==> src/rtl/registers_pkg.sv <==
// rtl/registers_pkg.sv - shared register access aliases, write helpers and irq controller enums
package registers;

    typedef enum logic [1:0] {
        REG_MAIN = 2'd0,
        REG_SET  = 2'd1,
        REG_CLR  = 2'd2,
        REG_INV  = 2'd3
    } reg_access_t;

    typedef enum {IRQ_IDLE, IRQ_PEND, IRQ_SERV} irq_state_t;

    typedef enum logic [1:0] {R_ENABLE, R_STATUS, R_MODE, R_ACTIVE} irq_reg_t;

    function automatic logic [31:0] writeval(input reg_access_t acc, input logic [31:0] cur,
                                             input logic [31:0] wdata);
        logic [31:0] res;
        case (acc)
            REG_MAIN: res = wdata;
            REG_SET:  res = cur | wdata;
            REG_CLR:  res = cur & ~wdata;
            REG_INV:  res = cur ^ wdata;
            default:  res = cur;
        endcase
        return res;
    endfunction

    // Software may only clear; SET is meaningless for a hardware-set register.
    function automatic logic [31:0] clearonly(input reg_access_t acc, input logic [31:0] cur,
                                              input logic [31:0] wdata);
        logic [31:0] res;
        if (acc == REG_SET) res = cur;
        else                res = cur & ~wdata;
        return res;
    endfunction

endpackage

==> src/rtl/irq_sync_edge.sv <==
// rtl/irq_sync_edge.sv - one-bit two-flop synchroniser with rising-edge detect
module irq_sync_edge (
    input  logic clk,
    input  logic rst,
    input  logic d_i,
    output logic sync_o,
    output logic rise_o
);

    logic meta_q, meta_d;
    logic sync_q, sync_d;
    logic prev_q, prev_d;

    always_comb begin
        meta_d = d_i;
        sync_d = meta_q;
        prev_d = sync_q;
    end

    always_ff @(posedge clk) begin
        if (rst) begin
            meta_q <= 1'b0;
            sync_q <= 1'b0;
            prev_q <= 1'b0;
        end else begin
            meta_q <= meta_d;
            sync_q <= sync_d;
            prev_q <= prev_d;
        end
    end

    assign sync_o = sync_q;
    assign rise_o = sync_q & ~prev_q;

endmodule

==> src/rtl/irq_controller.sv <==
// rtl/irq_controller.sv - bus-mapped interrupt controller with status latching and ack/EOI FSM
module irq_controller
    import registers::*;
#(
    parameter int N_SRC = 16,
    parameter int ID_W  = 5
) (
    input  logic             clk,
    input  logic             rst,
    input  logic [N_SRC-1:0] src_i,
    input  logic             req_i,
    input  logic             we_i,
    input  logic [3:0]       addr_i,
    input  logic [31:0]      wdata_i,
    output logic [31:0]      rdata_o,
    output logic             ready_o,
    output logic             irq_o,
    input  logic             irq_ack_i,
    input  logic             irq_eoi_i,
    output logic [ID_W-1:0]  irq_id_o
);

    logic [N_SRC-1:0] enable_q, enable_d;
    logic [N_SRC-1:0] status_q, status_d;
    logic [N_SRC-1:0] mode_q, mode_d;
    irq_state_t       state_q, state_d;
    logic [ID_W-1:0]  irq_id_q, irq_id_d;
    logic [31:0]      rd_hold_q, rd_hold_d;
    logic             rd_vld_q, rd_vld_d;
    logic [31:0]      rdata_q, rdata_d;
    logic             ready_q, ready_d;

    logic [N_SRC-1:0] sync_v, rise_v;
    logic [N_SRC-1:0] pending, hw_set, ack_clr, status_sw;
    logic [ID_W-1:0]  winner;
    logic             ack_take, wr;
    irq_reg_t         sel;
    reg_access_t      acc;
    logic [31:0]      wv_enable, wv_mode, cv_status, rd_val;
    logic             unused_bits;

    for (genvar g = 0; g < N_SRC; g++) begin : g_sync
        irq_sync_edge u_sync (
            .clk    (clk),
            .rst    (rst),
            .d_i    (src_i[g]),
            .sync_o (sync_v[g]),
            .rise_o (rise_v[g])
        );
    end

    function automatic logic [ID_W-1:0] lowest_set(input logic [N_SRC-1:0] v);
        logic [ID_W-1:0] id;
        id = '0;
        for (int i = N_SRC - 1; i >= 0; i--) begin
            if (v[i]) id = ID_W'(i);
        end
        return id;
    endfunction

    assign sel       = irq_reg_t'(addr_i[3:2]);
    assign acc       = reg_access_t'(addr_i[1:0]);
    assign wr        = req_i & we_i;
    assign wv_enable = writeval(acc, 32'(enable_q), wdata_i);
    assign wv_mode   = writeval(acc, 32'(mode_q), wdata_i);
    assign cv_status = clearonly(acc, 32'(status_q), wdata_i);
    assign pending   = status_q & enable_q;
    assign winner    = lowest_set(pending);
    // Ack is honoured only if something is still pending in the same cycle.
    assign ack_take  = (state_q == IRQ_PEND) && irq_ack_i && (|pending);
    assign ack_clr   = ack_take ? (N_SRC'(1) << winner) : '0;
    assign hw_set    = (mode_q & rise_v) | (~mode_q & sync_v);
    assign unused_bits = ^{wv_enable, wv_mode, cv_status, wdata_i};

    always_comb begin
        enable_d  = enable_q;
        mode_d    = mode_q;
        status_sw = status_q;
        if (wr) begin
            case (sel)
                R_ENABLE: enable_d  = wv_enable[N_SRC-1:0];
                R_STATUS: status_sw = cv_status[N_SRC-1:0];
                R_MODE:   mode_d    = wv_mode[N_SRC-1:0];
                default:  ;
            endcase
        end
        // Hardware set overrides a software clear; the ack clear overrides both.
        status_d = (status_sw | hw_set) & ~ack_clr;
    end

    always_comb begin
        case (sel)
            R_ENABLE: rd_val = 32'(enable_q);
            R_STATUS: rd_val = 32'(status_q);
            R_MODE:   rd_val = 32'(mode_q);
            default: begin
                rd_val     = 32'(irq_id_q);
                rd_val[31] = (state_q == IRQ_SERV);
            end
        endcase
        rd_hold_d = (req_i && !we_i) ? rd_val : '0;
        rd_vld_d  = req_i;
        rdata_d   = rd_hold_q;
        ready_d   = rd_vld_q;
    end

    always_comb begin
        state_d  = state_q;
        irq_id_d = irq_id_q;
        case (state_q)
            IRQ_IDLE: if (|pending) state_d = IRQ_PEND;
            IRQ_PEND: begin
                if (!(|pending)) begin
                    state_d = IRQ_IDLE;
                end else if (ack_take) begin
                    state_d  = IRQ_SERV;
                    irq_id_d = winner;
                end
            end
            IRQ_SERV: if (irq_eoi_i) state_d = IRQ_IDLE;
            default:  state_d = IRQ_IDLE;
        endcase
    end

    always_ff @(posedge clk) begin
        if (rst) begin
            enable_q  <= '0;
            status_q  <= '0;
            mode_q    <= '0;
            state_q   <= IRQ_IDLE;
            irq_id_q  <= '0;
            rd_hold_q <= '0;
            rd_vld_q  <= 1'b0;
            rdata_q   <= '0;
            ready_q   <= 1'b0;
        end else begin
            enable_q  <= enable_d;
            status_q  <= status_d;
            mode_q    <= mode_d;
            state_q   <= state_d;
            irq_id_q  <= irq_id_d;
            rd_hold_q <= rd_hold_d;
            rd_vld_q  <= rd_vld_d;
            rdata_q   <= rdata_d;
            ready_q   <= ready_d;
        end
    end

    assign rdata_o  = rdata_q;
    assign ready_o  = ready_q;
    assign irq_o    = (state_q == IRQ_PEND);
    assign irq_id_o = irq_id_q;

endmodule

==> config.mk <==
export PLATFORM = sky130hd
export DESIGN_NAME = irq_controller
export DESIGN_NICKNAME = d
export VERILOG_FILES = /design/src/rtl/registers_pkg.sv /design/src/rtl/irq_sync_edge.sv /design/src/rtl/irq_controller.sv
export SDC_FILE = /design/constraint.sdc
export NUM_CORES = 1
export LEC_CHECK = 0
export CORE_UTILIZATION = 50
export CTS_CLUSTER_SIZE = 40
export DETAILED_ROUTE_END_ITERATION = 8
export PLACE_DENSITY = 0.82
export SLEW_MARGIN = 20
export SYNTH_ARGS = -nofsm -noshare
export SYNTH_HDL_FRONTEND = slang
export SYNTH_SLANG_ARGS = --single-unit
==> constraint.sdc <==
create_clock -name clk -period 1.48 [get_ports clk]
set_input_delay 0.296 -clock clk [delete_from_list [all_inputs] [get_ports clk]]
set_output_delay 0.296 -clock clk [all_outputs]
set_load 0.03 [all_outputs]
==> run summary <==
Unique masters post-synth = 50
Post-layout net count = 1028
Layout Skew = 0.00964 ns
Cell area after layout = 9500 sq um
Drt pass-1 iters = 6
TritonCTS buffer count = 17
Sequential share of the synthesized area = 0.397
Placed Area = 8470 sq um
CTS Hold Bufs = 0
Layout Cells excl Fill = 1094
IO Count = 97
Cell taking the most area after synthesis = dfxtp_1
Worst min path class = in2reg
CTS H-tree depth = 4
Die height = 120 um
Worst Path Max Fanout = 4
Unrepaired setup endpoints after global routing = yes
Clock sinks = 138
Initial antenna violation count = 1
Clock root cell = clkbuf_16
CP Capture Type = register
First-pass GRT wire length = 31100 um
Reg-to-reg setup timing slack = -0.24 ns
Crit Path Class = reg2reg
Top cell type's share of synthesized area = 0.397
Cell with the most instances after synthesis = dfxtp_1
P_leak = 3.99 nW
Crit path required time = 1.81 ns
Post-synth EDFFs = 0
Highest Signal Layer = met4
Failing checks = setup timing
MaxCap Viol Count = 0
Cell Area, Synth = 6970 sq um
Synthesized area per cell = 9.30 sq um
Final core utilization = 0.709
Iter 0 DRT Violations = 640
Synth area leaders = dfxtp_1, ha_1, a211oi_1
CP startpoint kind = register
Drt drc = 0
M1 WL = 7970 um
Status = finished, violations left
Clk buf depth = 2
Detail Placement HPWL = 12400 um
Gr usage total = 0.282
Routed WL = 21600 um
Vias = 6421
Period utilisation layout = 1.16
Synth warnings = 0
Routed Antenna Nets = 0
TNS Setup = -3.27 ns
Routed wire per std cell = 19.7 um
Worst skew pair latency = 0.42 ns
Total core area = 13400 sq um
Endpoints failing hold = 0
Fmax achieved = 0.582 GHz
Area grow syn2layout = 36.3%
Core Rows = 42
Top cells by count, synth = dfxtp_1, nor2_1, nor2b_1, a211oi_1, ha_1
Via/cell ratio = 5.87
Layout cells sized above 1 = 0.293
Die width = 120 um
Setup slack after layout = -0.239 ns
Leading register cell type out of synthesis = dfxtp_1
Number of fillers in the final layout = 878
Synth async-reset ratio = 0
Placed cells = 1052
Max-slew violations = 0
Peak VDD IR = 0.758 mV
Vias in the first global route = 6078
WL met3 = 1790 um
Pin count of the biggest net entering global routing = 43
Post-layout minimum cycle time = 1.72 ns
Starting Density = 0.520
Final Setup Violations = 20
CTS clk-pin slew, worst paths = 0.06 ns
Post-Synthesis Cells = 749
P per Cell Area = 1010 nW/um^2
Die area = 14400 sq um
Synthesized flop and latch total = 138
Port bufs = 64
TritonCTS clock tree = done
Met2 wire length = 10700 um
Grt ovf = 0
Crit path arrival time = 2.05 ns
Routability cong. = 0.840
[cell usage in the layout, fill, tap and decap left out, types with 13 or more instances in the layout]
cell | Yosys | layout
a21oi_1 | 49 | 38
clkbuf_16 | 0 | 17
dfxtp_2 | 0 | 13
ha_1 | 64 | 64
a211oi_1 | 65 | 58
dlygate4sd2_1 | 0 | 21
dfxtp_1 | 138 | 121
mux2_2 | 32 | 32
inv_1 | 48 | 43
nor2_1 | 76 | 75
buf_4 | 16 | 99
nor2b_1 | 74 | 71
nand2_1 | 48 | 46
conb_1 | 1 | 16
a32oi_1 | 16 | 15
clkdlybuf4s50_1 | 0 | 32
[cells by family (layout without fill, tap and decap cells)]
| family | count (synthesis) | after routing | share of synthesized area |
|---|---|---|---|
| other | 1 | 17 | 0.000538 |
| AND/OR/NAND/NOR | 216 | 216 | 0.154 |
| flip-flops | 138 | 138 | 0.397 |
| buffers and inverters | 109 | 262 | 0.0722 |
| multiplexers | 48 | 48 | 0.0819 |
| AO/OA/AOI/OAI | 173 | 173 | 0.180 |
| adder cells (fa/ha/maj) | 64 | 64 | 0.115 |
[flip-flops by register name, indices dropped and copies added (netlist names)]
name / cells
g_sync.u_sync.meta_q: 16
rd_hold_q: 17
mode_q: 16
irq_id_o: 4
g_sync.u_sync.sync_o: 16
rdata_o: 17
status_q: 16
rd_vld_q: 1
enable_q: 16
state_q: 2
ready_o: 1
g_sync.u_sync.prev_q: 16
[metrics by stage]
| stage | power (mW) | hold WS, ns | setup slack [ns] |
|---|---|---|---|
| 6_report | 9.57 | 0.162 | -0.239 |
| 4_1_cts | 9.44 | 0.150 | -0.140 |
| 3_5_place_dp | 5.13 | 0.420 | -0.524 |
| 2_1_floorplan | 4.67 | 0.379 | 0.00118 |
| 5_1_grt | 9.85 | 0.162 | -0.268 |
| 3_3_place_gp | 5.08 | 0.418 | -0.399 |
[timing repair]
action	in CTS	in global routing
resized for setup	56	60
cloned	2	0
pin swaps	12	18
buffers inserted	5	6
setup endpoints to repair	67	42
[area by class of cell]
cell class,count,area (sq um),area share
Multi-Input combinational cell,517,3980,0.420
Clock buffer,22,474,0.0499
Antenna cell,1,2.50,0.000264
Clock inverter,8,119,0.0125
Tap cell,176,220,0.0232
Sequential cell,138,2790,0.294
Timing Repair Buffer,183,1720,0.181
Inverter,49,184,0.0194
[layer usage]
layer | vias to the layer above | global-route usage
li1 | 2894 | -
met1 | 3009 | 0.319
met2 | 408 | 0.491
met3 | 110 | 0.0594
met4 | 0 | 0.156
met5 | - | 0
[path summary, 6_finish.rpt]
| check | startpoint | endpoint | depth (start not counted) |
|---|---|---|---|
| worst max register to register | status_q[6]$_SDFF_PP0_ | status_q[2]$_SDFF_PP0_ | 6 |
| worst min-delay path | rst | rd_vld_q$_SDFF_PP0_ | 2 |
| worst min register to register | rd_hold_q[10]$_SDFF_PP0_ | rdata_o[10]$_SDFF_PP0_ | 1 |
| worst max-delay path | status_q[6]$_SDFF_PP0_ | status_q[2]$_SDFF_PP0_ | 6 |
[power breakdown]
part	switching [mW]	internal, mW
clock	1.58	2.76
combinational	0.705	0.608
sequential	0.0796	3.83
[worst max-delay path, stage by stage, from the launching register on]
cell,delay (ns)
dfxtp_1,0.35
buf_4,0.16
a32o_2,0.26
a221oi_4,0.36
a21oi_2,0.16
buf_4,0.18
a21oi_2,0.16
Power figures use the tool's default switching activity.
==> RTL change, RTL diff (same settings) <==
`ID_W`: 5 -> 7.
--- a/src/rtl/irq_controller.sv
+++ b/src/rtl/irq_controller.sv
@@ -3,7 +3,7 @@
     import registers::*;
 #(
     parameter int N_SRC = 16,
-    parameter int ID_W  = 5
+    parameter int ID_W  = 7
 ) (
     input  logic             clk,
     input  logic             rst,
Ports: changed (resized irq_id_o); port bits go from 97 to 99. The function was not compared with the original's and may differ.
==> RTL change against the unedited design <==
- the flow still finishes with violations (negative setup slack)
- area after synthesis rose by 0.22%
- critical endpoint is now irq_id_o[0]
- setup slack improved by 0.12 ns
- largest cell class unchanged
- combinational power fell by 4%
- power fell by 4.2%
- routed wire length fell by 12%
- sequential cell count did not move
- hold slack got worse by 0.0030 ns
- critical path type unchanged
- final area fell by 1.5%
==> RTL change: results (changes against the unedited design) <==
largest net degree at the start of global routing - 41 (was 43)
VDD IR max - 0.000859 V (was 0.000758 V)
Iter 0 DRT Violations - 479 (was 640)
Routed met2 length - 9540 µm (was 10700 µm)
fin nets - 1031 (was 1028)
crit-path max cell delay - 0.33 ns (was 0.36 ns)
Leakage Power - 3.94 nW (was 3.99 nW)
DRT Pass-1 Iters - 5 (was 6)
final WL - 19100 µm (was 21600 µm)
Setup TNS - -0.934 ns (was -3.27 ns)
outcome - finished with violations (unchanged)
synth top area cells - dfxtp_1 (40%), ha_1 (11%), a211oi_1 (7.0%) (unchanged)
Hold WS - 0.159 ns (was 0.162 ns)
routed length on met1 - 7390 µm (was 7970 µm)
first-pass GRT wire length - 29200 µm (was 31100 µm)
failing checks - negative setup slack (unchanged)
vias in the first global route - 6102 (was 6078)
Routability Congestion - 0.893 (was 0.840)
post-DP HPWL - 12500 µm (was 12400 µm)
Final setup viols - 17 (was 20)
skew final - 0.00895 ns (was 0.00964 ns)
Slowest cell on crit path - dfxtp_2 (was a221oi_4)
cells after synthesis - 751 (was 749)
layout cell share with drive strength beyond 1 - 28.8% (was 29.3%)
met3 WL - 1200 µm (was 1790 µm)
DR WL/cell - 17.4 µm (was 19.7 µm)
GRT Resource Usage Total - 26.4% (was 28.2%)
final worst setup slack - -0.120 ns (was -0.239 ns)
sequential area share after synthesis - 39.6% (was 39.7%)
[RTL change: area by class of cell]
cell class	instances	area, µm²
antenna	1	2.50
clock buffer	23	468
clock inverter	4	70.1
fill	956	4100
inverter	49	186
multi-input combinational	519	3980
sequential	138	2790
tap	176	220
timing repair buffer	184	1640
[RTL change: cells by family after synthesis]
group                      share of synthesized area (%)
other                                             0.0537
and+or+nand+nor                                     15.4
adders and majority gates                           11.5
buffers and inverters                               7.42
DFF                                                 39.6
muxes                                               8.17
AOI/OAI and AO/OA                                   17.9
[RTL change: worst paths after layout]
path | from | endpoint | cells past startpoint
setup / recovery | enable_q[11] | irq_id_o[0] | 7
hold / removal | rst | g_sync[0].u_sync.meta_q | 2
setup reg to reg | enable_q[11] | irq_id_o[0] | 7
hold reg to reg | g_sync[6].u_sync.meta_q | g_sync[6].u_sync.sync_o | 1
[RTL change: metrics by stage]
step	util [%]	total power, mW	cell area (µm²)	setup WS (ns)
floorplan	-	4.68	7040	0.00118
global placement	62.8	5.07	8440	-0.438
detailed placement	62.8	5.12	8440	-0.537
CTS	67.9	9.10	9140	-0.117
global route	69.5	9.47	9360	-0.192
finish	69.5	9.16	9360	-0.120
[RTL change: power by group]
| group | switching, mW | internal [mW] |
|---|---|---|
| combinational | 0.671 | 0.586 |
| sequential | 0.0744 | 3.84 |
| clock | 1.48 | 2.51 |
| total | 2.23 | 6.93 |
[RTL change: what timing repair did]
item	in CTS	in global routing
hold buffers	0	0
setup endpoints to repair	55	45
pin swaps	9	20
cloned	1	0
endpoints found under the hold margin	0	0
gates resized for setup	61	60
buffers inserted	8	5
[RTL change: layer usage]
| layer | vias up | GRT usage [%] |
|---|---|---|
| met1 | 2971 | 30.3 |
| met5 | - | 0 |
| met2 | 280 | 45.0 |
| li1 | 2890 | - |
| met4 | 0 | 15.7 |
| met3 | 78 | 5.42 |
